### config.mk
export PLATFORM = sky130hd
export DESIGN_NAME = instr_fetch_unit
export DESIGN_NICKNAME = d
export VERILOG_FILES = /design/src/rtl/instr_fetch_unit.sv
export SDC_FILE = /design/constraint.sdc
export NUM_CORES = 1
export LEC_CHECK = 0
export BUFFER_PORTS_ARGS = -buffer_cell sky130_fd_sc_hd__buf_4
export CORE_MARGIN = 2
export CORE_UTILIZATION = 42
export CTS_BUF_LIST = sky130_fd_sc_hd__clkbuf_8
export DETAILED_ROUTE_END_ITERATION = 8
export GPL_TIMING_DRIVEN = 0
export HOLD_SLACK_MARGIN = 0.05
export MAX_ROUTING_LAYER = met4
export SLEW_MARGIN = 20
export SYNTH_ARGS = -nofsm -noshare
export SYNTH_HDL_FRONTEND = slang
export SYNTH_SLANG_ARGS = --single-unit
### constraint.sdc
create_clock -name clk -period 5 [get_ports clk]
set_input_delay 0.5 -clock clk [delete_from_list [all_inputs] [get_ports clk]]
set_output_delay 0.5 -clock clk [all_outputs]
set_load 0.05 [all_outputs]
### src/rtl/instr_fetch_unit.sv
// Fetch-stage initiator: PC, credit-limited imem requests, prefetch FIFO, decode handshake.
// Optional IFU_BYPASS_EN: an empty FIFO forwards the returning instruction to decode combinationally.
module instr_fetch_unit #(
  parameter int ADDR_W = 32,
  parameter int DATA_W = 32,
  parameter int FIFO_DEPTH = 4,
  parameter logic [ADDR_W-1:0] RESET_PC = '0
) (
  input  logic                          clk,
  input  logic                          rst_n,
  output logic                          imem_req,
  output logic [ADDR_W-1:0]             imem_addr,
  input  logic [DATA_W-1:0]             imem_instr,
  input  logic                          redirect_valid,
  input  logic [ADDR_W-1:0]             redirect_pc,
  output logic                          if_valid,
  input  logic                          if_ready,
  output logic [DATA_W-1:0]             if_instr,
  output logic [ADDR_W-1:0]             if_pc,
  output logic [$clog2(FIFO_DEPTH):0]   fifo_level
);

  localparam int PTR_W = $clog2(FIFO_DEPTH);
  localparam int LVL_W = PTR_W + 1;

  logic [ADDR_W-1:0] pc;
  logic              resp_vld;
  logic [ADDR_W-1:0] resp_pc;
  logic [DATA_W-1:0] mem_instr [FIFO_DEPTH];
  logic [ADDR_W-1:0] mem_pc    [FIFO_DEPTH];
  logic [PTR_W-1:0]  wr_ptr, rd_ptr;
  logic [LVL_W-1:0]  level, level_nxt;
  logic              fifo_empty, push, pop, credit_ok;
`ifdef IFU_BYPASS_EN
  logic              bypass;
`endif

  always_comb begin
    fifo_empty = (level == '0);
`ifdef IFU_BYPASS_EN
    // A returning word with nothing queued ahead of it goes straight to decode.
    bypass   = fifo_empty && resp_vld;
    if_valid = !fifo_empty || bypass;
    if (!fifo_empty) begin
      if_instr = mem_instr[rd_ptr];
      if_pc    = mem_pc[rd_ptr];
    end else if (bypass) begin
      if_instr = imem_instr;
      if_pc    = resp_pc;
    end else begin
      if_instr = '0;
      if_pc    = RESET_PC;
    end
    pop  = if_valid && if_ready && !fifo_empty;
    push = resp_vld && !redirect_valid && !(bypass && if_ready);
`else
    if_valid = !fifo_empty;
    if_instr = fifo_empty ? '0 : mem_instr[rd_ptr];
    if_pc    = fifo_empty ? RESET_PC : mem_pc[rd_ptr];
    pop      = if_valid && if_ready;
    push     = resp_vld && !redirect_valid;
`endif
    level_nxt = level + LVL_W'(push) - LVL_W'(pop);
    // The request currently on the bus becomes next cycle's in-flight word.
    credit_ok = (level_nxt + LVL_W'(imem_req)) < LVL_W'(FIFO_DEPTH);
  end

  assign fifo_level = level;

  always_ff @(posedge clk or negedge rst_n) begin
    if (!rst_n) begin
      pc        <= RESET_PC;
      imem_req  <= 1'b0;
      imem_addr <= RESET_PC;
      resp_vld  <= 1'b0;
      resp_pc   <= RESET_PC;
      wr_ptr    <= '0;
      rd_ptr    <= '0;
      level     <= '0;
    end else begin
      resp_vld <= imem_req && !redirect_valid;
      resp_pc  <= imem_addr;
      if (redirect_valid) begin
        level     <= '0;
        wr_ptr    <= '0;
        rd_ptr    <= '0;
        imem_req  <= 1'b1;
        imem_addr <= redirect_pc;
        pc        <= redirect_pc + ADDR_W'(1);
      end else begin
        level <= level_nxt;
        if (push) wr_ptr <= wr_ptr + PTR_W'(1);
        if (pop)  rd_ptr <= rd_ptr + PTR_W'(1);
        if (credit_ok) begin
          imem_req  <= 1'b1;
          imem_addr <= pc;
          pc        <= pc + ADDR_W'(1);
        end else begin
          imem_req  <= 1'b0;
        end
      end
    end
  end

  // Queue storage carries data only; occupancy lives in level/pointers.
  always_ff @(posedge clk) begin
    if (push) begin
      mem_instr[wr_ptr] <= imem_instr;
      mem_pc[wr_ptr]    <= resp_pc;
    end
  end

  a_no_overflow: assert property (@(posedge clk) disable iff (!rst_n)
    !(push && !pop && level == LVL_W'(FIFO_DEPTH)));
  a_no_underflow: assert property (@(posedge clk) disable iff (!rst_n)
    !(pop && level == '0));

endmodule

==> results of run 1 <==
==> through the flow <==
stage	util, %	setup TNS (ps)	worst slack, ps	power [mW]
2_1_floorplan	-	0	1320	7.38
3_3_place_gp	47.5	-11120	-79.0	8.91
3_5_place_dp	47.9	0	166	8.94
4_1_cts	52.0	0	802	11.4
5_1_grt	52.0	0	547	11.8
6_report	52.0	0	816	11.2
==> worst reg2reg max path, stage by stage, from the launching register on <==
cell                       delay, ps
sky130_fd_sc_hd__dfrtp_1         450
sky130_fd_sc_hd__or3_1           400
sky130_fd_sc_hd__and2_1          230
sky130_fd_sc_hd__ha_1            310
sky130_fd_sc_hd__inv_1            60
sky130_fd_sc_hd__ha_1            130
sky130_fd_sc_hd__inv_1            50
sky130_fd_sc_hd__fa_1            450
sky130_fd_sc_hd__nand3b_1        240
sky130_fd_sc_hd__xor2_1          560
sky130_fd_sc_hd__buf_2           390
sky130_fd_sc_hd__buf_2           420
sky130_fd_sc_hd__mux2i_1         230
sky130_fd_sc_hd__o21ai_0          90
==> layer usage <==
layer  vias up  routed length (µm)  share of wire (%)  track usage (%)
met5         -                   0                  0                -
met3        63                1950                5.6             4.31
met1      4449               15700                 45             26.7
li1       3985                   -                  -                -
met4         0                 810                2.3             6.21
met2       250               16500                 47             31.0
==> state kept, by name, summed over array words and instances, names as in the netlist <==
name / cells
resp_vld: 1
imem_addr: 32
resp_pc: 32
fifo_level: 3
imem_req: 1
mem_instr: 128
rd_ptr: 2
pc: 32
mem_pc: 128
wr_ptr: 2
==> cell usage in the layout (no fill, tap or decap), drive strengths merged, types with 33 or more instances in the layout <==
cell,count
mux2i,55
dfrtp,105
and2,73
xnor2,49
edfxtp,256
clkbuf,88
mux4,64
buf,196
dlygate4sd3,33
o21ai,39
nand2,59
==> power breakdown <==
part	switching (mW)	total (mW)	internal (mW)	leakage [nW]
combinational	3.04	4.62	1.58	2.58
clock	1.13	2.40	1.27	0.646
sequential	0.376	4.22	3.84	3.58
==> worst min-delay path by stage <==
stage                               endpoint  slack [ps]
floorplan            fifo_level[0]$_DFF_PN0_         200
global placement        resp_pc[3]$_DFF_PN0_         390
detailed placement      resp_pc[4]$_DFF_PN0_         400
CTS                 imem_addr[6]$_DFFE_PN0P_          60
global route        imem_addr[4]$_DFFE_PN0P_          90
finish              imem_addr[4]$_DFFE_PN0P_         120
==> cells by family after synthesis <==
| family | after synthesis |
|---|---|
| simple gates | 243 |
| mux | 121 |
| compound gates | 62 |
| fa+ha+maj | 8 |
| flops | 361 |
| xor+xnor | 65 |
| buf+inv | 54 |
==> cell usage after synthesis (all sizes together) <==
master  number
nor3        11
mux4        64
mux2i       55
xor2        15
xnor3        1
mux2         2
and3b        3
inv          7
a21oi        7
o21a         1
and2        73
xnor2       49
nor2b        3
or3          1
clkbuf      24
ha           7
a21boi       2
a222oi       2
nand2b       7
buf         23
nand3       23
nand4        7
dfrtp      105
a21bo        1
o21ai       39
a22o         1
nor2        26
and3         1
edfxtp     256
nor3b        2
nand4b       5
fa           1
nand3b      10
a31oi        3
o22a         1
or3b         1
a22oi        5
nor4        11
nand2       59
==> cell type report <==
cell class              count  share of cell area (%)
plain buffers              47                    1.20
diodes                      2                  0.0272
clock buffers              64                    4.79
flip-flops and latches    361                    56.1
well taps                 461                    3.14
repair buffers            206                    9.26
clock inverters            44                    1.26
inverters                   7                   0.143
multi-input cells         499                    24.1
==> what timing repair did <==
| action | in CTS | in global routing |
|---|---|---|
| gates resized for setup | 0 | 0 |
| hold buffers | 33 | 0 |
| endpoints found under the hold margin | 166 | 0 |
==> flow_results.org, run 1 <==
** STA
- Final critical delay including setup and external delays :: 4180 ps
- After layout, the worst path uses a little over four fifths of the clock period.
- The worst pin sits at a relative slew slack of about 25%.
- Hold slack :: 119 ps
- Slew Limit Fails :: 0
- Tightest Pin Transition :: 1120 ps
- The count of final hold-check violations is 0.
- On the final layout, the worst clock skew is ~9.5 ps.
- Achievable clock frequency :: 0.239 GHz
- Setup-violating endpoint count in the final report :: 0
- Setup repair after global routing missed its margin :: false

** Routing
- For this run, the detailed router's first-pass iteration total came to 7.
- DRT Wirelength :: between 30000 and 40000 µm
- Per-cell via count in the routed design :: 5.17
- DRC :: 0
- The detail route stage leaves a number of antenna-violating nets equal to 0.
- After detailed routing, the average wire length per cell comes to 20.7 µm.
- Number of DRC violations after detailed-routing iteration 0 :: slightly below 600
- Summing over every cut layer, the via total after detailed routing is 8747.

** Synth
- After synthesis, the largest family of logic cells by area is multiplexers.
- Synthesized flop and latch total :: 361
- Leading cell types by total area after synthesis :: sky130_fd_sc_hd__edfxtp_1, sky130_fd_sc_hd__dfrtp_1, sky130_fd_sc_hd__mux4_2, sky130_fd_sc_hd__mux2i_1, sky130_fd_sc_hd__and2_1
- Post-synthesis compound-gate area fraction :: about 2.4%
- Synth Area in Simple Gates :: a little over 9%
- The share of synthesized area in the top cell type comes to 51.3%.
- Count of mapped cells out of synthesis :: 914
- The share of the Yosys chip area taken by registers is 68.8%.
- Adder-cell area share of the yosys netlist :: 0.718%
- Portion of netlist area occupied by mux cells :: 13.4%
- Yosys warning count :: 0
- Xor and xnor area share after synthesis :: under 10%
- Mean post-synth cell area :: roughly 16 µm²
- Post-synthesis cell area :: 15000 µm²
- Synthesis instantiated 49 different standard cells from the library.
- The largest total area in the synthesized netlist belongs to sky130_fd_sc_hd__edfxtp_1.
- Synthesized Nets :: 990

** Setup path
- The critical path contains buffers and inverters numbering 10 combined.
- The worst setup path is captured at a register.
- Timing endpoint of the critical path :: imem_addr[18]$_DFFE_PN0P_
- CP max stage delay :: 560 ps
- Walking the worst path, the cells encountered are buf_4 -> buf_6 -> buf_6 -> buf_2 -> buf_2 -> nor2b_1 -> inv_1 -> ha_1 -> inv_1 -> ha_1 -> inv_1 -> fa_1 -> nand3b_1 -> xor2_1 -> buf_2 -> buf_2 -> mux2i_1 -> o21ai_0.
- Element type at the critical path start :: input port
- Signal arrival time at the worst endpoint :: ~4700 ps
- Among cell families on the critical path, the largest total delay comes from buffers and inverters.
- Critical path fanouts, max :: 10
- Start point of the critical path :: redirect_valid
- Reg2Reg Depth :: 13
- The cell that appears most often on the critical path is sky130_fd_sc_hd__buf_2.
- The worst register-to-register path has a setup slack of 860 ps.
- Data on the critical path is required at its endpoint by 5470 ps.
- The endpoint identified for the worst register-to-register timing path is imem_addr[18]$_DFFE_PN0P_.
- Critical-path cell with the highest stage delay :: sky130_fd_sc_hd__xor2_1
- Counting buffers and inverters, the worst setup path is 18 cells deep.
- The startpoint identified for the worst register-to-register timing path is fifo_level[1]$_DFF_PN0_.
- Classification of the worst setup path :: input port to register

** Floorplanning
- roughly 170 I/O pins were placed.
- Die Ht :: 193 µm
- Die outline area :: 37200 µm²
- The initial utilization of the core area, before any placement, comes to a little over two fifths.
- Standard cell core area :: 35400 µm²
- Number of rows in the core area :: 69
- The floorplan step set the die width to 193 µm.

** Clock network
- The clock tree synthesis step divided the H-tree into 2 levels.
- Post-CTS Setup Inserts :: 0
- Root Buffer :: sky130_fd_sc_hd__clkbuf_8
- Clock-pin transition on the worst setup and hold timing paths :: 60 ps
- For the worst-skew pair, the clock arrives at the later sink with an insertion delay of 620 ps.
- TritonCTS clock tree :: yes
- Clock buffers created by TritonCTS :: 57
- Number of buffers between clock root and the deepest sink :: 3
- Clock tree synthesis found a total of 361 sinks.

** Hold path
- Count of cells along the worst hold path :: 3
- Startpoint of the lowest-slack hold path :: redirect_pc[4]
- In this run the worst hold path is classified as input port to register.

** Power and ir drop
- Leakage power :: between 6 and 7 nW
- VDD sags by at most roughly 410 µV.
- Dividing total power by cell area gives a power density of 611 nW/µm².

** Global route
- Global routing used 20.0% of the available tracks across all layers.
- The number of antenna violations at the first check in global routing is 1.
- The via count of the first global-routing pass was between 9k and 10k.
- The first global-routing pass estimated around 53000 µm of wire.
- Remaining global-route overflow :: 0
- Largest net degree at the start of global routing :: 68

** Outcome
- The flow ran to the end, and the final reports show no timing, DRC or antenna violations.

** Place
- Placed insts :: 1548
- Gpl congestion :: 0.828
- In this run the cell area measured after placement is 17000 µm².
- Final HPWL DP :: 22900 µm
- Port buffer count :: 168

** Layout
- Count of fill cells added during filler insertion :: 3030
- Across the whole layout, storage elements account for 10300 µm².
- Final Instance Count excl. Fillers :: 1691
- Synth-to-Final Area Change :: 22.7%
- Summing all non-filler instances in the final layout gives an area of 18400 µm².
- Nets :: about 1.3k
- Share of cells above drive strength 1 :: 28.1%
- Footprint of the multi-input gates :: 4440 µm²

** Run
- Max-capacitance violation count :: 0
Note: power is estimated with default switching activity, not from simulation.
==> inputs of run 2 (changes only) <==
==> constraint.sdc (replaced) <==
create_clock -name clk -period 4.33 [get_ports clk]
set_input_delay 0.433 -clock clk [delete_from_list [all_inputs] [get_ports clk]]
set_output_delay 0.433 -clock clk [all_outputs]
set_load 0.05 [all_outputs]
==> flow_results.org, run 2 (synthesis results as in run 1) <==
** Clock network
- TritonCTS clock tree :: yes
- In this run the number of H-tree levels came out at 2.
- In this run the clock root is driven by a sky130_fd_sc_hd__clkbuf_8.
- Clock-pin slew was measured on the worst setup and hold paths at roughly 60 ps.
- Post-CTS Setup Inserts :: 0
- Num Clock Sinks :: approximately 360
- Clock tree synthesis inserted a total of 57 buffers.
- The clock passes through at most 3 buffers.
- For the worst-skew pair, the clock arrives at the later sink with an insertion delay of a little over 600 ps.

** Setup path
- Category of cells accounting for the largest share of critical-path delay :: simple AND/OR/NAND/NOR gates
- Crit-path cells :: or3_1 -> and2_1 -> ha_1 -> inv_1 -> ha_1 -> inv_1 -> fa_1 -> nand3b_1 -> xnor2_1 -> nand2_1 -> nor3_1 -> xnor2_1 -> mux2i_1
- Critical path fanouts, max :: 9
- Setup slack of the worst register-to-register path :: 290 ps
- The worst setup path is captured at a register.
- Element type at the critical path start :: register
- The worst setup path is of the register to register kind.
- Signal arrival time at the worst endpoint :: approximately 4500 ps
- CP Data Required Time :: 4820 ps
- Together, buffers and inverters on the worst path number 2.
- For the worst flop-to-flop path, the logic depth is 13.
- The endpoint identified for the worst register-to-register timing path is pc[22]$_DFFE_PN0P_.
- Critical-path cell with the highest stage delay :: sky130_fd_sc_hd__xnor2_1
- FF-to-FF Start :: fifo_level[1]$_DFF_PN0_
- CP max stage delay :: 880 ps

** Floorplanning
- Chip width :: 193 µm
- Die outline area :: 37200 µm²
- From bottom edge to top edge, the die measures 193 µm.
- 169 I/O pins were placed.
- Standard cell core area :: 35400 µm²
- Starting Density :: 42.4%
- Number of rows in the core area :: 69

** Place
- Buffers placed on the I/O ports in this run total around 170.
- In this run, placement finished with an instance count of 1548.
- Total placed instance area :: around 17000 µm²
- Final HPWL DP :: 22900 µm
- Gpl congestion :: 0.828

** Global route
- Entering global routing, the biggest net connects 68 pins.
- The via count of the first global-routing pass came to 9171.
- Across every metal layer, demand over resource in global routing totals 20.1%.
- The first global-routing pass estimated roughly 54000 µm of wire.
- In the global route stage, met3 resource usage came out at 4.18%.
- The number of antenna violations at the first check in global routing came to 1.
- Met1 track demand over resource :: 26.8%
- The total overflow left after global routing is 0.
- After global routing, the most crowded layer is met2.
- For this run, global-route usage on met2 was measured as 31.3%.

** Layout
- Count of fill cells added during filler insertion :: 3000
- The finished layout holds about 1.7k standard cells, fillers aside.
- Leading cell type in the layout, fill and taps excluded :: sky130_fd_sc_hd__edfxtp_1
- Cell area after layout :: 18700 µm²
- Synth-to-Final Area Change :: 24.4%
- Share of cells above drive strength 1 :: 27.6%
- The largest registers in the layout are mem_instr x128, mem_pc x128.
- FF/Latch Area :: slightly above 10000 µm²
- At the end of the flow, the number of nets in the layout was 1280.
- Footprint of the multi-input gates :: 4450 µm²
- In the layout the commonest cells are sky130_fd_sc_hd__edfxtp_1, sky130_fd_sc_hd__buf_4, sky130_fd_sc_hd__dfrtp_1.

** Outcome
- The flow ran to the end, and the final reports show no timing, DRC or antenna violations.

** Routing
- Dividing the detail-routed wire length by the instance count gives 20.5 µm.
- DRT Wirelength :: 35200 µm
- Number of search-and-repair iterations in the first detailed-routing pass :: 7
- DRC :: 0
- Via count :: 8861
- Per-cell via count in the routed design :: 5.16
- After the first detailed-routing iteration, the DRC count stood at 614.
- The count of nets left with antenna violations once routing finished came out at 0.

** Hold path
- Count of cells along the worst hold path :: 3
- The worst hold path terminates at imem_addr[27]$_DFFE_PN0P_.
- The startpoint identified for the worst hold timing path is redirect_pc[27].
- Class of the most critical hold timing path :: input port to register

** STA
- Hold Violations, Final :: 0
- Achievable clock frequency :: ~0.25 GHz
- Slew Limit Fails :: 0
- Post-route clock period utilization :: 93.2%
- Tightest Pin Transition :: 1070 ps
- Setup repair after global routing left no endpoint under its margin.
- The smallest clock period supported by the final layout is computed as ~4000 ps.
- Setup-violating endpoint count in the final report :: 0
- Worst-case headroom to the max-slew limit :: 27.9%
- Between clock sinks in the finished design, the worst skew comes to 7.25 ps.

** Power and ir drop
- In this run the static leakage power is 6.91 nW.
- Power density over the cells :: 697 nW/µm²
- IR analysis of the VDD net gives a maximum drop of 473 µV.

** Run
- Max-cap violations in this run came to 0.
run 2: cell count changes in the layout (fill, tap and decap cells not counted):
| cell | previous run | this run |
|---|---|---|
| sky130_fd_sc_hd__dlygate4sd3_1 | 33 | 58 |
| sky130_fd_sc_hd__xor2_2 | 0 | 1 |
| sky130_fd_sc_hd__xor2_1 | 15 | 14 |
run 2: layer usage:
metal | part of all wire [%] | up-vias | wire [µm]
met1 | 45 | 4499 | 15800
met4 | 2.3 | 0 | 799
met5 | 0 | - | 0
li1 | - | 4031 | -
met3 | 5.4 | 65 | 1910
met2 | 47 | 266 | 16600
run 2: where the power goes:
group / internal [mW] / switching [mW] / leakage, nW
clock network: 1.47 / 1.30 / 0.646
registers: 4.43 / 0.435 / 3.58
logic: 1.84 / 3.52 / 2.68
total: 7.75 / 5.26 / 6.91
run 2: final cells by class:
cell class | count | share of cell area (%)
Inverter | 7 | 0.141
Clock buffer | 64 | 4.72
Clock inverter | 44 | 1.24
Timing Repair Buffer | 231 | 10.5
Sequential cell | 361 | 55.3
Antenna cell | 2 | 0.0268
Buffer | 47 | 1.19
Multi-Input combinational cell | 499 | 23.8
Tap cell | 461 | 3.09
run 2: worst max path at each step:
| stage | endpoint | slack (ps) | cells after the start | start |
|---|---|---|---|---|
| 2_1_floorplan | imem_addr[31]$_DFFE_PN0P_ | 710 | 13 | fifo_level[1]$_DFF_PN0_ |
| 3_3_place_gp | mem_pc[0][19]$_DFFE_PP_ | -680 | 7 | redirect_valid |
| 3_5_place_dp | imem_addr[16]$_DFFE_PN0P_ | -440 | 18 | redirect_valid |
| 4_1_cts | imem_addr[16]$_DFFE_PN0P_ | 130 | 13 | fifo_level[1]$_DFF_PN0_ |
| 5_1_grt | pc[22]$_DFFE_PN0P_ | 50 | 13 | fifo_level[1]$_DFF_PN0_ |
| 6_report | pc[22]$_DFFE_PN0P_ | 290 | 13 | fifo_level[1]$_DFF_PN0_ |
run 2: through the flow:
stage | setup TNS [ps] | setup WS (ps) | hold slack (ps) | power [mW] | utilization [%]
floorplan | 0 | 713 | 137 | 8.53 | -
global placement | -177390 | -682 | 395 | 10.3 | 47.5
detailed placement | -15110 | -437 | 395 | 10.3 | 47.9
CTS | 0 | 132 | 57.9 | 13.2 | 52.7
global route | 0 | 49.4 | 92.7 | 13.7 | 52.7
finish | 0 | 293 | 111 | 13.0 | 52.7
run 2: worst min-delay path, cell delays in order:
cell and delay (ps):
sky130_fd_sc_hd__buf_4 110, sky130_fd_sc_hd__nand2_1 60, sky130_fd_sc_hd__o21ai_0 80
run 2: repair_timing:
item | in CTS | in global routing
setup endpoints to repair | 0 | 24
hold buffers | 58 | 0
hold endpoints to repair | 191 | 0
resized for setup | 0 | 1
